## src/rtl/timer_periph_if.sv

```systemverilog
// Control/status bus between the address decoder and the timer peripheral.
// Latency: pure wiring, no state.
// Backpressure: none; the write strobe is accepted every cycle.
interface timer_periph_if;
   logic [31:0] TIMER_ctrl_wdata;
   logic        TIMER_ctrl_we;
   logic [31:0] TIMER_done_rdata;
   logic [31:0] TIMER_count_rdata;

   // Decoder/CPU side: drives the control write, observes status
   modport master (
      output TIMER_ctrl_wdata,
      output TIMER_ctrl_we,
      input  TIMER_done_rdata,
      input  TIMER_count_rdata
   );

   // Timer side: accepts the control write, returns status
   modport slave (
      input  TIMER_ctrl_wdata,
      input  TIMER_ctrl_we,
      output TIMER_done_rdata,
      output TIMER_count_rdata
   );
endinterface

```

## src/rtl/timer_periph.sv

```systemverilog
// Countdown timer: control write loads K ticks, sticky DONE after K*DIV cycles.
// Latency: status/count reflect a write one edge later; outputs are registered.
// Backpressure: none; every write is accepted and restarts or stops the timer.
module timer_periph #(
   parameter int TICK_DIV   = 100_000,
   parameter int SIM_DIV    = 4,
   parameter bit Simulacion = 1'b0
) (
   input logic           clk,
   input logic           reset,
   timer_periph_if.slave bus
);

   localparam int DIV  = Simulacion ? SIM_DIV : TICK_DIV;
   localparam int MAXD = (TICK_DIV > SIM_DIV) ? TICK_DIV : SIM_DIV;
   localparam int PW   = $clog2(MAXD) + 1;
   localparam logic [PW-1:0] PRESC_LAST = PW'(DIV - 1);

   typedef enum logic [1:0] {
      IDLE = 2'd0,
      RUN  = 2'd1,
      DONE = 2'd2
   } state_t;

   state_t        state_q;
   logic [30:0]   remaining_q;
   logic [PW-1:0] presc_q;
   logic          busy_q;
   logic          done_q;

   logic          start_d;
   logic [30:0]   k_d;
   logic          tick_d;

   assign start_d = bus.TIMER_ctrl_wdata[31];
   assign k_d     = bus.TIMER_ctrl_wdata[30:0];
   assign tick_d  = (presc_q == PRESC_LAST);

   // Control FSM: a write always wins over a tick in the same cycle
   always_ff @(posedge clk) begin
      if (reset) begin
         state_q     <= IDLE;
         remaining_q <= '0;
         presc_q     <= '0;
         busy_q      <= 1'b0;
         done_q      <= 1'b0;
      end else if (bus.TIMER_ctrl_we) begin
         presc_q <= '0;
         if (start_d) begin
            remaining_q <= k_d;
            if (k_d != '0) begin
               state_q <= RUN;
               busy_q  <= 1'b1;
               done_q  <= 1'b0;
            end else begin
               state_q <= DONE;
               busy_q  <= 1'b0;
               done_q  <= 1'b1;
            end
         end else begin
            state_q     <= IDLE;
            remaining_q <= '0;
            busy_q      <= 1'b0;
            done_q      <= 1'b0;
         end
      end else begin
         case (state_q)
            RUN: begin
               if (tick_d) begin
                  presc_q <= '0;
                  if (remaining_q <= 31'd1) begin
                     remaining_q <= '0;
                     state_q     <= DONE;
                     busy_q      <= 1'b0;
                     done_q      <= 1'b1;
                  end else begin
                     remaining_q <= remaining_q - 31'd1;
                  end
               end else begin
                  presc_q <= presc_q + PW'(1);
               end
            end
            // IDLE and DONE hold remaining and keep the prescaler parked
            default: presc_q <= '0;
         endcase
      end
   end

   assign bus.TIMER_done_rdata  = {30'd0, busy_q, done_q};
   assign bus.TIMER_count_rdata = {1'b0, remaining_q};

endmodule
```

## src/flat_wrapper.sv

```systemverilog
// flat-port wrapper written by rule: the top's interface ports become plain ports
module timer_periph_flat 
#(
   parameter int TICK_DIV   = 100_000,
   parameter int SIM_DIV    = 4,
   parameter bit Simulacion = 1'b0
)
  (clk, reset, bus_TIMER_ctrl_wdata, bus_TIMER_ctrl_we, bus_TIMER_done_rdata, bus_TIMER_count_rdata);
  timer_periph_if bus_i ();
  input logic clk;
  input logic reset;
  input wire logic [$bits(bus_i.TIMER_ctrl_wdata)-1:0] bus_TIMER_ctrl_wdata;
  input wire logic [$bits(bus_i.TIMER_ctrl_we)-1:0] bus_TIMER_ctrl_we;
  output wire logic [$bits(bus_i.TIMER_done_rdata)-1:0] bus_TIMER_done_rdata;
  output wire logic [$bits(bus_i.TIMER_count_rdata)-1:0] bus_TIMER_count_rdata;
  assign bus_i.TIMER_ctrl_wdata = bus_TIMER_ctrl_wdata;
  assign bus_i.TIMER_ctrl_we = bus_TIMER_ctrl_we;
  assign bus_TIMER_done_rdata = bus_i.TIMER_done_rdata;
  assign bus_TIMER_count_rdata = bus_i.TIMER_count_rdata;
  timer_periph #(.TICK_DIV(TICK_DIV), .SIM_DIV(SIM_DIV), .Simulacion(Simulacion)) u_core (.clk(clk), .reset(reset), .bus(bus_i));
endmodule
```

## config.mk

```make
export PLATFORM = sky130hd
export DESIGN_NAME = timer_periph_flat
export DESIGN_NICKNAME = d
export VERILOG_FILES = /design/src/rtl/timer_periph_if.sv /design/src/rtl/timer_periph.sv /design/src/flat_wrapper.sv
export SDC_FILE = /design/constraint.sdc
export NUM_CORES = 1
export LEC_CHECK = 0
export ABC_CLOCK_PERIOD_IN_PS = 6390
export BUFFER_PORTS_ARGS = -buffer_cell sky130_fd_sc_hd__buf_2
export CORE_ASPECT_RATIO = 1.1
export CORE_MARGIN = 10
export CORE_UTILIZATION = 56
export CTS_CLUSTER_DIAMETER = 120
export CTS_CLUSTER_SIZE = 40
export DETAILED_ROUTE_END_ITERATION = 7
export GPL_TIMING_DRIVEN = 0
export PLACE_DENSITY = 0.89
export SLEW_MARGIN = 20
export SYNTH_ARGS = -nofsm -noshare
export SYNTH_HDL_FRONTEND = slang
export SYNTH_SLANG_ARGS = --single-unit
```

## constraint.sdc

```tcl
create_clock -name clk -period 6.39 [get_ports clk]
set_clock_uncertainty 0.05 [all_clocks]
set_input_delay 1.278 -clock clk [delete_from_list [all_inputs] [get_ports clk]]
set_output_delay 1.278 -clock clk [all_outputs]
set_load 0.01 [all_outputs]
```

==> results of run 1 <==
-- layout by cell type (no fill, tap or decap), types with 7 or more instances in the layout --
cell type                  count
sky130_fd_sc_hd__o32ai_1       8
sky130_fd_sc_hd__buf_4        35
sky130_fd_sc_hd__nand3_1      10
sky130_fd_sc_hd__nor2_1       45
sky130_fd_sc_hd__buf_2        71
sky130_fd_sc_hd__dfxtp_1      51
sky130_fd_sc_hd__a21oi_1      13
sky130_fd_sc_hd__o21ai_0      15
sky130_fd_sc_hd__inv_1        16
sky130_fd_sc_hd__conb_1       31
sky130_fd_sc_hd__xor2_1       14
sky130_fd_sc_hd__nor3_1       18
sky130_fd_sc_hd__nand2_1      25
sky130_fd_sc_hd__a22oi_1      10
sky130_fd_sc_hd__clkbuf_1     12
sky130_fd_sc_hd__nor4_1       14
sky130_fd_sc_hd__and4_1        7
-- metal layers --
metal | track usage, % | wire length, um
met1 | 23.86 | 3876
met2 | 38.10 | 5171
met3 | 5.746 | 1120
met4 | 8.789 | 252
met5 | 0 | 0
-- power groups by stage --
| stage | logic, W | clock network (W) | registers, W |
|---|---|---|---|
| after global routing | 0.000268 | 0.000249 | 0.000360 |
| after detailed placement | 0.000239 | 0 | 0.000364 |
| final | 0.000247 | 0.000236 | 0.000358 |
| after CTS | 0.000240 | 0.000237 | 0.000356 |
| after floorplan | 0.000163 | 0 | 0.000366 |
| after global placement | 0.000234 | 0 | 0.000363 |
-- worst reg2reg max path: cells and delay by family (launching register included) --
kind	cells	cell delay, ns
adders and majority gates	1	0.26
and+or+nand+nor	2	0.43
DFF	1	0.33
buffers and inverters	1	0.50
AOI/OAI and AO/OA	3	1.08
-- cell type report --
cell class / instances / share of cell area (%)
well taps: 77 / 2.453
clock buffers: 6 / 2.103
flip-flops and latches: 51 / 26.00
clock inverters: 2 / 0.8920
multi-input cells: 312 / 49.76
repair buffers: 66 / 8.410
plain buffers: 54 / 8.856
inverters: 16 / 1.529
-- stage by stage --
stage          std cells  hold WS, ns  instance area [um2]  utilization, %  worst slack [ns]
6_report             584       0.3932                 3928           68.51             3.610
3_3_place_gp         576       0.3710                 3810           66.46             3.394
4_1_cts              584       0.3996                 3928           68.51             3.697
2_1_floorplan        433       0.3629                 3383               -             4.002
5_1_grt              584       0.4224                 3928           68.51             3.543
3_5_place_dp         576       0.3868                 3810           66.46             3.378
-- path summary, 6_finish.rpt --
path                                         end  cells past startpoint
max          u_core.remaining_q[23]$_SDFFE_PP0P_                      5
max reg2reg  u_core.remaining_q[23]$_SDFFE_PP0P_                      7
min                 u_core.presc_q[0]$_SDFF_PP0_                      1
min reg2reg         u_core.presc_q[0]$_SDFF_PP0_                      1
-- cells by family after synthesis --
logic type	count (synthesis)
buffers and inverters	70
flip-flops	51
adder cells (fa/ha/maj)	3
AO/OA/AOI/OAI	89
other	1
AND/OR/NAND/NOR	170
XOR/XNOR	19
-- state kept, by name, summed over array words and instances, names as in the netlist --
name and flops:
u_core.done_q 1, u_core.presc_q 18, u_core.remaining_q 31, u_core.state_q 1
==> metrics.log, run 1 <==
[metrics] Max IR drop VDD: about 0.00016 V
[metrics] CP startpoint kind: input port
[metrics] P_sw: between 0.0002 and 0.0003 W
[metrics] post-cts resize count: 0
[metrics] area fraction in compound gates after synthesis: between 10% and 20%
[metrics] Overall Global Routing Usage: 21.57%
[metrics] Hold Buf Count CTS: 0
[metrics] Row Count: 29
[metrics] total DRC errors in the routed layout: 0
[metrics] standard cell core area: roughly 5700 um2
[metrics] Min-Delay Startpoint: u_core.presc_q[0]$_SDFF_PP0_
[metrics] post-synthesis adder-cell area fraction: 1.148%
[metrics] portion of the clock cycle consumed by the worst path in the final layout: 43.50%
[metrics] Setup Buffers After CTS: 0
[metrics] post-synthesis cell type count: 60
[metrics] final global-route overflow total: 0
[metrics] most used standard cell by instance count after synthesis: sky130_fd_sc_hd__dfxtp_1
[metrics] synthesized instance count: between 400 and 500
[metrics] post-route setup TNS: 0 ns
[metrics] total die area: between 9000 and 10000 um2
[metrics] share of Yosys cell area claimed by the top area cell type: between 30% and 40%
[metrics] startpoint of the worst-slack reg-to-reg timing path: u_core.presc_q[0]$_SDFF_PP0_
[metrics] slowest stage cell on the critical path: sky130_fd_sc_hd__a31oi_1
[metrics] Maximum Capacitance Violations: 0
[metrics] x dimension of the die: approximately 93 um
[metrics] height of the die: roughly 100 um
[metrics] mean area per synthesized cell: approximately 8.1 um2
[metrics] HPWL after detailed placement: around 8000 um
[metrics] top flip-flop cell by instance count after synthesis: sky130_fd_sc_hd__dfxtp_1
[metrics] Power Density: approximately 210 nW/um2
[metrics] DR pass1 iterations: 5
[metrics] Logic pwr share: roughly 30%
[metrics] cell repeated most along the worst path: sky130_fd_sc_hd__a31oi_1
[metrics] #FFs+latches synth: ~50
[metrics] number of buffers inserted during clock tree synthesis: 5
[metrics] Final Hold Violating Endpoints: 0
[metrics] Detail Route Antenna Nets: 0
[metrics] largest fanout on the critical path: 10
[metrics] number of buffers and inverters on the critical path: 2
[metrics] Clock Latency Late Sink: between 0.3 and 0.4 ns
[metrics] detailed-route via count: roughly 3500
[metrics] clock slew at the register clock pins of the worst setup and hold paths: 0.08 ns
[metrics] outcome: finished clean
[metrics] power share of the clock group: between 20 and 30%
[metrics] Yosys warning total: 0
[metrics] DR vias/cell: between 6 and 7
[metrics] global-route wire length before repair: approximately 17000 um
[metrics] post-DR wirelength/cell: ~18 um
[metrics] top cells by area in the synthesized netlist: sky130_fd_sc_hd__dfxtp_1 (31%), sky130_fd_sc_hd__buf_4 (8.0%), sky130_fd_sc_hd__nor2_1 (5.2%), sky130_fd_sc_hd__xor2_1 (3.7%), sky130_fd_sc_hd__nand2_1 (2.9%)
[metrics] Multi-input gate area: about 2000 um2
[metrics] Final Wtd Congestion: 1.002
[metrics] maximum single-stage delay on the critical path: 0.63 ns
[metrics] kind of critical path: in2reg
[metrics] fraction of registers with async set or reset after synthesis: 0%
[metrics] Synth Area in Simple Gates: a little over 30%
[metrics] relative contribution of sequential cells to total power: ~43%
[metrics] Fill cells: ~500
[metrics] required time at the worst-slack endpoint: roughly 6.6 ns
[metrics] multiplexer share of the synthesized area: 0%
[metrics] sequential element share of the synthesized area: 31.22%
[metrics] Slew Limit Headroom: ~45%
[metrics] XOR/XNOR share of the synthesized area: under 10%
[metrics] clock tree root buffer cell: sky130_fd_sc_hd__clkbuf_8
[metrics] Clock Tree Buf Depth: 2
[metrics] Worst Setup End Kind: flip-flop
[metrics] cell type with the highest aggregate area in the netlist: sky130_fd_sc_hd__dfxtp_1
[metrics] post-route minimum period: about 2.8 ns
[metrics] pin count of the biggest net entering global routing: 16
[metrics] launching instance or port of the critical path: bus_TIMER_ctrl_we
[metrics] setup repair after global routing missed its margin: false
[metrics] dominant delay contributor by cell family on the critical path: compound AO/OA/AOI/OAI gates
[metrics] standby leakage power: between 1.5 and 2 nW
[metrics] sequential standard cell area: a little over 1000 um2
[metrics] EDFF count, synth: 0
[metrics] Sw Ratio: 33.36%
[metrics] worst hold-check path type: reg2reg
[metrics] final number of setup-violating endpoints: 0
[metrics] share of layout cells above drive strength 1: between 20% and 30%
[metrics] measured slew at the worst slew-check pin: roughly 0.83 ns
[metrics] initial DRC count: 378
[metrics] synthesis-to-layout area growth: 20.08%
[metrics] count of antenna diodes in the layout: 0
[metrics] Max Clock Freq: 359.8 MHz
[metrics] summed instance area of the synthesized netlist: roughly 3300 um2
[metrics] maximum level of the CTS H-tree: 2
[metrics] worst reg2reg setup slack: between 3 and 4 ns
[metrics] initial antenna violation count: 0
[metrics] worst path arrival time: around 3 ns
[metrics] count of port buffers added during placement: 66
[metrics] leading cell types by count after synthesis: sky130_fd_sc_hd__dfxtp_1 (51), sky130_fd_sc_hd__nor2_1 (45), sky130_fd_sc_hd__buf_4 (35), sky130_fd_sc_hd__nand2_1 (25), sky130_fd_sc_hd__nor3_1 (18)
[metrics] power consumption: 0.0008403 W
[metrics] via count of the first global-routing pass: between 3000 and 4000
[metrics] # IOs: roughly 100
[metrics] internal power: approximately 0.00056 W
[metrics] dominant combinational cell family by area after synthesis: simple AND/OR/NAND/NOR gates
[metrics] initial cell density of the core: between 50 and 60%
[metrics] final-report max-slew violation count: 0
[metrics] total detailed-routing wirelength: ~10000 um
[metrics] nets@finish: about 540
[metrics] CTS tree: yes
[metrics] clock net sink count: 51
[metrics] crit path cell chain: buf_2 > a31oi_1 > clkbuf_1 > a22oi_1 > a31oi_1
Power figures use the tool's default switching activity.
==> run 2, diff against run 1 <==
ABC_AREA = 1   (was default)
ABC_CLOCK_PERIOD_IN_PS = 2300   (was 6390)
CORE_UTILIZATION = 49   (was 56)
PLACE_DENSITY = 0.8   (was 0.89)
clock period = 2.3 ns   (was 6.39 ns; I/O delays follow)
==> run 2 against run 1 <==
  * Utilization shrank 9.8 points
  * Global-route usage shrank 2.3 points
  * Die area grew 29%
  * Synthesized cell count grew 50%
  * Worst hold slack lost 0.00058 ns
  * Critical endpoint is now u_core.remaining_q[28]$_SDFFE_PP0P_
  * Largest cell class unchanged
==> metrics.log, run 2 <==
[metrics] multiplexer share of the synthesized area: 0% (unchanged)
[metrics] CP startpoint kind: flip-flop
[metrics] DR vias/cell: 5.009 (-17%)
[metrics] x dimension of the die: 105.5 um (+14%)
[metrics] count of antenna diodes in the layout: 0 (unchanged)
[metrics] synthesized instance count: 606 (+50%)
[metrics] Maximum Capacitance Violations: 0 (unchanged)
[metrics] measured slew at the worst slew-check pin: 0.5307 ns (-0.2965 ns)
[metrics] Area after DPL: 4523 um2 (+19%)
[metrics] kind of critical path: reg2reg
[metrics] Max Clock Freq: between 500 and 600 MHz
[metrics] total die area: 12030 um2 (+29%)
[metrics] standby leakage power: 2.144 nW (+30%)
[metrics] initial cell density of the core: 50.06% (-7.0 points)
[metrics] top cells by area in the synthesized netlist: sky130_fd_sc_hd__dfxtp_1 (26%), sky130_fd_sc_hd__nor2_1 (11%), sky130_fd_sc_hd__nand2_1 (7.6%), sky130_fd_sc_hd__buf_4 (6.3%), sky130_fd_sc_hd__inv_1 (6.2%)
[metrics] detailed-route via count: 4102 (+16%)
[metrics] # IOs: 99 (unchanged)
[metrics] post-route minimum period: roughly 1.9 ns
[metrics] most frequent standard cell in the layout excluding fill and tap cells: sky130_fd_sc_hd__nor2_1
[metrics] Row Count: 34 (+17%)
[metrics] summed instance area of the synthesized netlist: 3940 um2 (+20%)
[metrics] Final Wtd Congestion: 0.9247 (-7.7%)
[metrics] height of the die: 114.0 um (+14%)
[metrics] Slew Limit Headroom: 64.62% (+20 points)
[metrics] mean area per synthesized cell: 6.502 um2 (-20%)
[metrics] final global-route overflow total: 0 (unchanged)
[metrics] sequential element share of the synthesized area: 25.91% (-5.3 points)
[metrics] global-route wire length before repair: 19350 um (+17%)
[metrics] Sw Ratio: 37.64% (+4.3 points)
[metrics] final standard cell area without fillers: 4619 um2 (+18%)
[metrics] final-report max-slew violation count: 0 (unchanged)
[metrics] most frequent cells in the layout: sky130_fd_sc_hd__nor2_1 (113), sky130_fd_sc_hd__nand2_1 (80), sky130_fd_sc_hd__buf_2 (72)
[metrics] most used standard cell by instance count after synthesis: sky130_fd_sc_hd__nor2_1
[metrics] dominant combinational cell family by area after synthesis: simple AND/OR/NAND/NOR gates
[metrics] Max IR drop VDD: 0.0002489 V (+60%)
[metrics] DR pass1 iterations: 5 (unchanged)
[metrics] largest registers: u_core.remaining_q x31, u_core.presc_q x18
[metrics] internal power: 0.001411 W (+150%)
[metrics] power share of the clock group: 25.7% (-2.4 points)
[metrics] post-DR wirelength/cell: 14.46 um (-19%)
[metrics] cell type with the highest aggregate area in the netlist: sky130_fd_sc_hd__dfxtp_1
[metrics] largest fanout on the critical path: 4 (-6)
[metrics] Clock Latency Late Sink: 0.33 ns (about the same)
[metrics] Synth Area in Simple Gates: 36.39% (+6.0 points)
[metrics] final worst setup slack: 0.3671 ns (-3.243 ns)
[metrics] P_sw: 0.0008515 W (+200%)
[metrics] Final Hold Violating Endpoints: 0 (unchanged)
[metrics] Finished Core Util: 58.70% (-9.8 points)
[metrics] Overall Global Routing Usage: 19.22% (-2.3 points)
[metrics] number of buffers inserted during clock tree synthesis: 5 (unchanged)
[metrics] post-synthesis adder-cell area fraction: 0.9527% (-0.19 points)
[metrics] initial antenna violation count: 0 (unchanged)
[metrics] standard cell core area: 7870 um2 (+37%)
[metrics] leading cell types by count after synthesis: sky130_fd_sc_hd__nor2_1 (113), sky130_fd_sc_hd__nand2_1 (80), sky130_fd_sc_hd__inv_1 (65), sky130_fd_sc_hd__dfxtp_1 (51), sky130_fd_sc_hd__a21oi_1 (48)
[metrics] maximum level of the CTS H-tree: 2 (unchanged)
[metrics] portion of the clock cycle consumed by the worst path in the final layout: 84.04%
[metrics] via count of the first global-routing pass: 4055 (+17%)
[metrics] Setup Buffers After CTS: 0 (unchanged)
[metrics] Logic pwr share: 30.6% (+1.2 points)
[metrics] Yosys warning total: 0 (unchanged)
[metrics] initial DRC count: 184 (-51%)
[metrics] share of layout cells above drive strength 1: 26.86% (-0.36 points)
[metrics] CTS tree: yes
[metrics] pin count of the biggest net entering global routing: 19 (+3)
[metrics] outcome: finished clean
[metrics] Clock Tree Buf Depth: 2 (unchanged)
[metrics] count of port buffers added during placement: 67 (+1.5%)
[metrics] setup repair after global routing missed its margin: false
[metrics] Hold Buf Count CTS: 0 (unchanged)
[metrics] share of Yosys cell area claimed by the top area cell type: 25.91% (-5.3 points)
[metrics] Detail Route Antenna Nets: 0 (unchanged)
[metrics] worst-case setup slack after placement: 0.3499 ns (-3.028 ns)
[metrics] total DRC errors in the routed layout: 0 (unchanged)
[metrics] nets@finish: 748 (+38%)
[metrics] top flip-flop cell by instance count after synthesis: sky130_fd_sc_hd__dfxtp_1
[metrics] Reg with most FFs: u_core.remaining_q
[metrics] required time at the worst-slack endpoint: 2.51 ns (-4.06 ns)
[metrics] final number of setup-violating endpoints: 0 (unchanged)
[metrics] Power Density: 489.8 nW/um2 (+130%)
[metrics] clock tree root buffer cell: sky130_fd_sc_hd__clkbuf_8
[metrics] total detailed-routing wirelength: 11840 um (+14%)
[metrics] Worst Setup End Kind: flip-flop
[metrics] clock slew at the register clock pins of the worst setup and hold paths: 0.11 ns (+0.03 ns)
[metrics] EDFF count, synth: 0 (unchanged)
[metrics] post-route setup TNS: 0 ns (unchanged)
[metrics] worst hold-check path type: in2reg
[metrics] post-synthesis cell type count: 36 (-40%)
[metrics] HPWL after detailed placement: 9586 um (+21%)
[metrics] fraction of registers with async set or reset after synthesis: 0% (unchanged)
[metrics] synthesis-to-layout area growth: 17.24%
[metrics] #FFs+latches synth: 51 (unchanged)
[metrics] number of flip-flops in the largest register: 31 (unchanged)
[metrics] post-cts resize count: 0 (unchanged)
[metrics] worst path arrival time: 2.15 ns (-0.81 ns)
[metrics] XOR/XNOR share of the synthesized area: 5.335% (+0.25 points)
[metrics] clock net sink count: 51 (unchanged)
[metrics] area fraction in compound gates after synthesis: 15.56% (-4.0 points)
[metrics] relative contribution of sequential cells to total power: 43.7% (+1.1 points)
==> run 2: power groups by stage <==
| stage | logic, W | registers [W] | clock network (W) |
|---|---|---|---|
| finish | 0.000693 | 0.000988 | 0.000581 |
| global route | 0.000769 | 0.000995 | 0.000623 |
| CTS | 0.000686 | 0.000986 | 0.000592 |
| detailed placement | 0.000681 | 0.00101 | 0 |
| global placement | 0.000672 | 0.00100 | 0 |
| floorplan | 0.000486 | 0.00101 | 0 |
==> run 2: layer usage <==
layer | GRT usage (%) | up-vias | share of wire, %
met2 | 34.00 | 137 | 48
met1 | 21.91 | 1840 | 42
met3 | 3.892 | 31 | 6.2
li1 | - | 2094 | -
met4 | 8.401 | 0 | 3.4
met5 | 0 | - | 0
==> run 2: critical path, stage by stage (launching register included) <==
cell                       delay (ns)
sky130_fd_sc_hd__dfxtp_1         0.35
sky130_fd_sc_hd__inv_1           0.14
sky130_fd_sc_hd__ha_1            0.28
sky130_fd_sc_hd__nand2_2         0.14
sky130_fd_sc_hd__inv_1           0.07
sky130_fd_sc_hd__nand2_1         0.10
sky130_fd_sc_hd__nor2_1          0.32
sky130_fd_sc_hd__nand3b_1        0.14
sky130_fd_sc_hd__nand2_1         0.10
sky130_fd_sc_hd__nand2_2         0.06
sky130_fd_sc_hd__a21oi_2         0.11
==> run 2: area by class of cell <==
cell class | instances | area [um2]
plain buffers | 52 | 362.8
clock buffers | 5 | 68.82
clock inverters | 3 | 27.53
fillers | 796 | 3251
inverters | 68 | 257.7
multi-input cells | 465 | 2411
flip-flops and latches | 51 | 1021
well taps | 108 | 135.1
repair buffers | 67 | 335.3
==> run 2: final timing paths <==
kind / startpoint / to / slack (ns) / depth (start not counted)
min reg2reg: u_core.presc_q[0]$_SDFF_PP0_ / u_core.presc_q[0]$_SDFF_PP0_ / 0.44 / 1
max reg2reg: u_core.remaining_q[0]$_SDFFE_PP0P_ / u_core.remaining_q[28]$_SDFFE_PP0P_ / 0.37 / 10
max: u_core.remaining_q[0]$_SDFFE_PP0P_ / u_core.remaining_q[28]$_SDFFE_PP0P_ / 0.37 / 10
min: bus_TIMER_ctrl_wdata[31] / u_core.done_q$_SDFFE_PP0P_ / 0.39 / 3
==> run 2: kinds of logic after synthesis <==
group | after synthesis
AND/OR/NAND/NOR | 301
AO/OA/AOI/OAI | 106
buffers and inverters | 120
other | 1
XOR/XNOR | 24
flip-flops | 51
adder cells (fa/ha/maj) | 3
==> run 2: through the flow <==
stage,total power [W],hold slack [ns],std cells
floorplan,0.001497,0.3800,636
detailed placement,0.001687,0.4166,811
global placement,0.001677,0.4000,811
CTS,0.002265,0.3931,819
finish,0.002263,0.3926,819
global route,0.002387,0.4155,819
==> run 3, diff against run 2 <==
ABC_CLOCK_PERIOD_IN_PS = 1700   (was 2300)
clock period = 1.7 ns   (was 2.3 ns; I/O delays follow)
==> run 3 against run 2 <==
  * The flow now finishes with violations (setup timing)
  * Final cell count rose by 2.0%
  * Count of clock-buffer cells in the layout did not move
  * Total power rose by 43%
  * Via count rose by 4.1%
  * Combinational power rose by 56%
  * Final area rose by 10%
  * Global-route usage rose by 0.66 points
  * Critical path depth fell by 1
  * Non-clock buffer count rose by 16
  * Die area did not move
  * Critical path type unchanged
  * Largest cell class unchanged
==> metrics.log, run 3 (same netlist as run 2, synthesis figures left out) <==
[metrics] outcome: finished with violations
[metrics] failing checks: setup timing
[metrics] Clock Latency Late Sink: 0.32 ns (about the same)
[metrics] Maximum Capacitance Violations: 0 (unchanged)
[metrics] initial antenna violation count: 0 (unchanged)
[metrics] post-DR wirelength/cell: 15.28 um (+5.7%)
[metrics] share of layout cells above drive strength 1: 37.55% (+11 points)
[metrics] maximum level of the CTS H-tree: 2 (unchanged)
[metrics] DR pass1 iterations: 6 (+1)
[metrics] Final Hold Violating Endpoints: 0 (unchanged)
[metrics] kind of critical path: reg2reg
[metrics] final-report max-slew violation count: 0 (unchanged)
[metrics] number of buffers inserted during clock tree synthesis: 5 (unchanged)
[metrics] count of antenna diodes in the layout: 0 (unchanged)
[metrics] Fill cells: 713 (-10%)
[metrics] global-route wire length before repair: 19990 um (+3.3%)
[metrics] synthesis-to-layout area growth: 29.22%
[metrics] final global-route overflow total: 0 (unchanged)
[metrics] post-route minimum period: 1.750 ns (-0.1825 ns)
[metrics] Power Density: 633.3 nW/um2 (+29%)
[metrics] Overall Global Routing Usage: 19.87% (+0.66 points)
[metrics] Detail Route Antenna Nets: 0 (unchanged)
[metrics] DR vias/cell: 5.113 (+2.1%)
[metrics] maximum single-stage delay on the critical path: 0.38 ns (+0.03 ns)
[metrics] # IOs: 99 (unchanged)
[metrics] x dimension of the die: 105.5 um (unchanged)
[metrics] clock tree root buffer cell: sky130_fd_sc_hd__clkbuf_8
[metrics] required time at the worst-slack endpoint: 1.86 ns (-0.65 ns)
[metrics] measured slew at the worst slew-check pin: 0.5814 ns (+0.05066 ns)
[metrics] standard cell core area: 7870 um2 (unchanged)
[metrics] Clock Tree Buf Depth: 2 (unchanged)
[metrics] pin count of the biggest net entering global routing: 19 (unchanged)
[metrics] Worst Setup End Kind: flip-flop
[metrics] standby leakage power: 2.322 nW (+8.3%)
[metrics] worst hold-check path type: in2reg
[metrics] Max IR drop VDD: 0.0003608 V (+45%)
[metrics] Slew Limit Headroom: 61.24% (-3.4 points)
[metrics] HPWL after detailed placement: 9586 um (unchanged)
[metrics] Max Clock Freq: 571.3 MHz (+10%)
[metrics] largest fanout on the critical path: 10 (+6)
[metrics] total detailed-routing wirelength: 12760 um (+7.7%)
[metrics] nets@finish: 764 (+2.1%)
[metrics] largest registers: u_core.remaining_q x31, u_core.presc_q x18
[metrics] detailed-route via count: 4269 (+4.1%)
[metrics] CP startpoint kind: flip-flop
[metrics] Final Wtd Congestion: 0.9247 (unchanged)
[metrics] number of flip-flops in the largest register: 31 (unchanged)
[metrics] final worst setup slack: -0.05036 ns (-0.4175 ns)
[metrics] slowest stage cell on the critical path: sky130_fd_sc_hd__dfxtp_2
[metrics] Row Count: 34 (unchanged)
[metrics] setup repair after global routing missed its margin: true
[metrics] final number of setup-violating endpoints: 28 (+28)
[metrics] CTS tree: yes
[metrics] via count of the first global-routing pass: 4097 (+1.0%)
[metrics] worst path arrival time: 1.91 ns (-0.24 ns)
[metrics] clock net sink count: 51 (unchanged)
[metrics] number of standard cells in the final layout excluding fillers: 835 (+2.0%)
[metrics] crit path cell chain: ha_4 > nand2_4 > nor2_4 > nand3_2 > nor2_4 > nand3_4 > buf_6 > a21oi_1 > a21oi_2
[metrics] initial cell density of the core: 50.06% (unchanged)
[metrics] most frequent standard cell in the layout excluding fill and tap cells: sky130_fd_sc_hd__nor2_1
[metrics] height of the die: 114.0 um (unchanged)
[metrics] count of port buffers added during placement: 67 (unchanged)
[metrics] cell repeated most along the worst path: sky130_fd_sc_hd__nor2_4
[metrics] dpl cells: 811 (unchanged)
[metrics] Reg with most FFs: u_core.remaining_q
[metrics] Finished Core Util: 64.69% (+6.0 points)
[metrics] initial DRC count: 266 (+45%)
[metrics] clock slew at the register clock pins of the worst setup and hold paths: 0.11 ns (about the same)
[metrics] total DRC errors in the routed layout: 0 (unchanged)
[metrics] Area after DPL: 4523 um2 (unchanged)
[metrics] most frequent cells in the layout: sky130_fd_sc_hd__nor2_1 (91), sky130_fd_sc_hd__nand2_1 (75), sky130_fd_sc_hd__buf_2 (68)
[metrics] Hold Buf Count CTS: 0 (unchanged)
[metrics] portion of the clock cycle consumed by the worst path in the final layout: 103.0% (+19 points)
[metrics] final standard cell area without fillers: 5091 um2 (+10%)
[metrics] post-route setup TNS: -0.7450 ns (-0.7450 ns)
[metrics] total die area: 12030 um2 (unchanged)
[run 3: cell count changes in the layout (fill, tap and decap cells not counted), sizes merged]
cell    before  now
clkbuf      13   14
buf        111  126
[run 3: timing repair]
item | in CTS | in global routing
pin swaps | 13 | 5
resized for setup | 48 | 53
cloned | 1 | 1
setup buffers | 8 | 6
endpoints found under the setup margin | 42 | 46
[run 3: final cells by class]
class | count | area [um2] | area share, %
inverters | 68 | 260.3 | 5.112
plain buffers | 52 | 404.1 | 7.938
repair buffers | 83 | 496.7 | 9.757
flip-flops and latches | 51 | 1049 | 20.59
well taps | 108 | 135.1 | 2.654
clock buffers | 5 | 68.82 | 1.352
clock inverters | 3 | 27.53 | 0.5407
multi-input cells | 465 | 2650 | 52.05
[run 3: worst paths after layout]
path / startpoint / endpoint / slack, ns / cells past startpoint
worst max-delay path: u_core.presc_q[1]$_SDFF_PP0_ / u_core.remaining_q[12]$_SDFFE_PP0P_ / -0.05 / 9
worst min-delay path: bus_TIMER_ctrl_wdata[31] / u_core.done_q$_SDFFE_PP0P_ / 0.27 / 3
worst max register to register: u_core.presc_q[1]$_SDFF_PP0_ / u_core.remaining_q[12]$_SDFFE_PP0P_ / -0.05 / 9
worst min register to register: u_core.presc_q[9]$_SDFF_PP0_ / u_core.presc_q[9]$_SDFF_PP0_ / 0.46 / 1
[run 3: where the power goes]
part	leakage [nW]	switching, W	total (W)	internal [W]
Sequential	0.425	0.000102	0.00136	0.00126
Clock	0.0463	0.000482	0.000786	0.000304
Combinational	1.85	0.000643	0.00108	0.000435
Total	2.32	0.00123	0.00322	0.00200
[run 3: critical path, delay by kind of cell (launching register included)]
family          cells  cell delay [ns]
simple gates        5             0.56
compound gates      2             0.30
buf+inv             1             0.20
flops               1             0.38
fa+ha+maj           1             0.16
[run 3: through the flow]
stage	setup slack, ns	hold WS, ns	power (W)
after floorplan	0.08048	0.3800	0.002026
after global placement	-0.1431	0.4000	0.002269
after detailed placement	-0.1790	0.4166	0.002283
after CTS	-0.02382	0.2568	0.003136
after global routing	-0.1489	0.2956	0.003391
final	-0.05036	0.2701	0.003224
[run 3: routing by layer]
| layer | GRT usage (%) | part of all wire [%] |
|---|---|---|
| met3 | 3.835 | 5.8 |
| met2 | 35.95 | 49 |
| met5 | 0 | 0 |
| met4 | 7.317 | 3.8 |
| met1 | 22.64 | 41 |
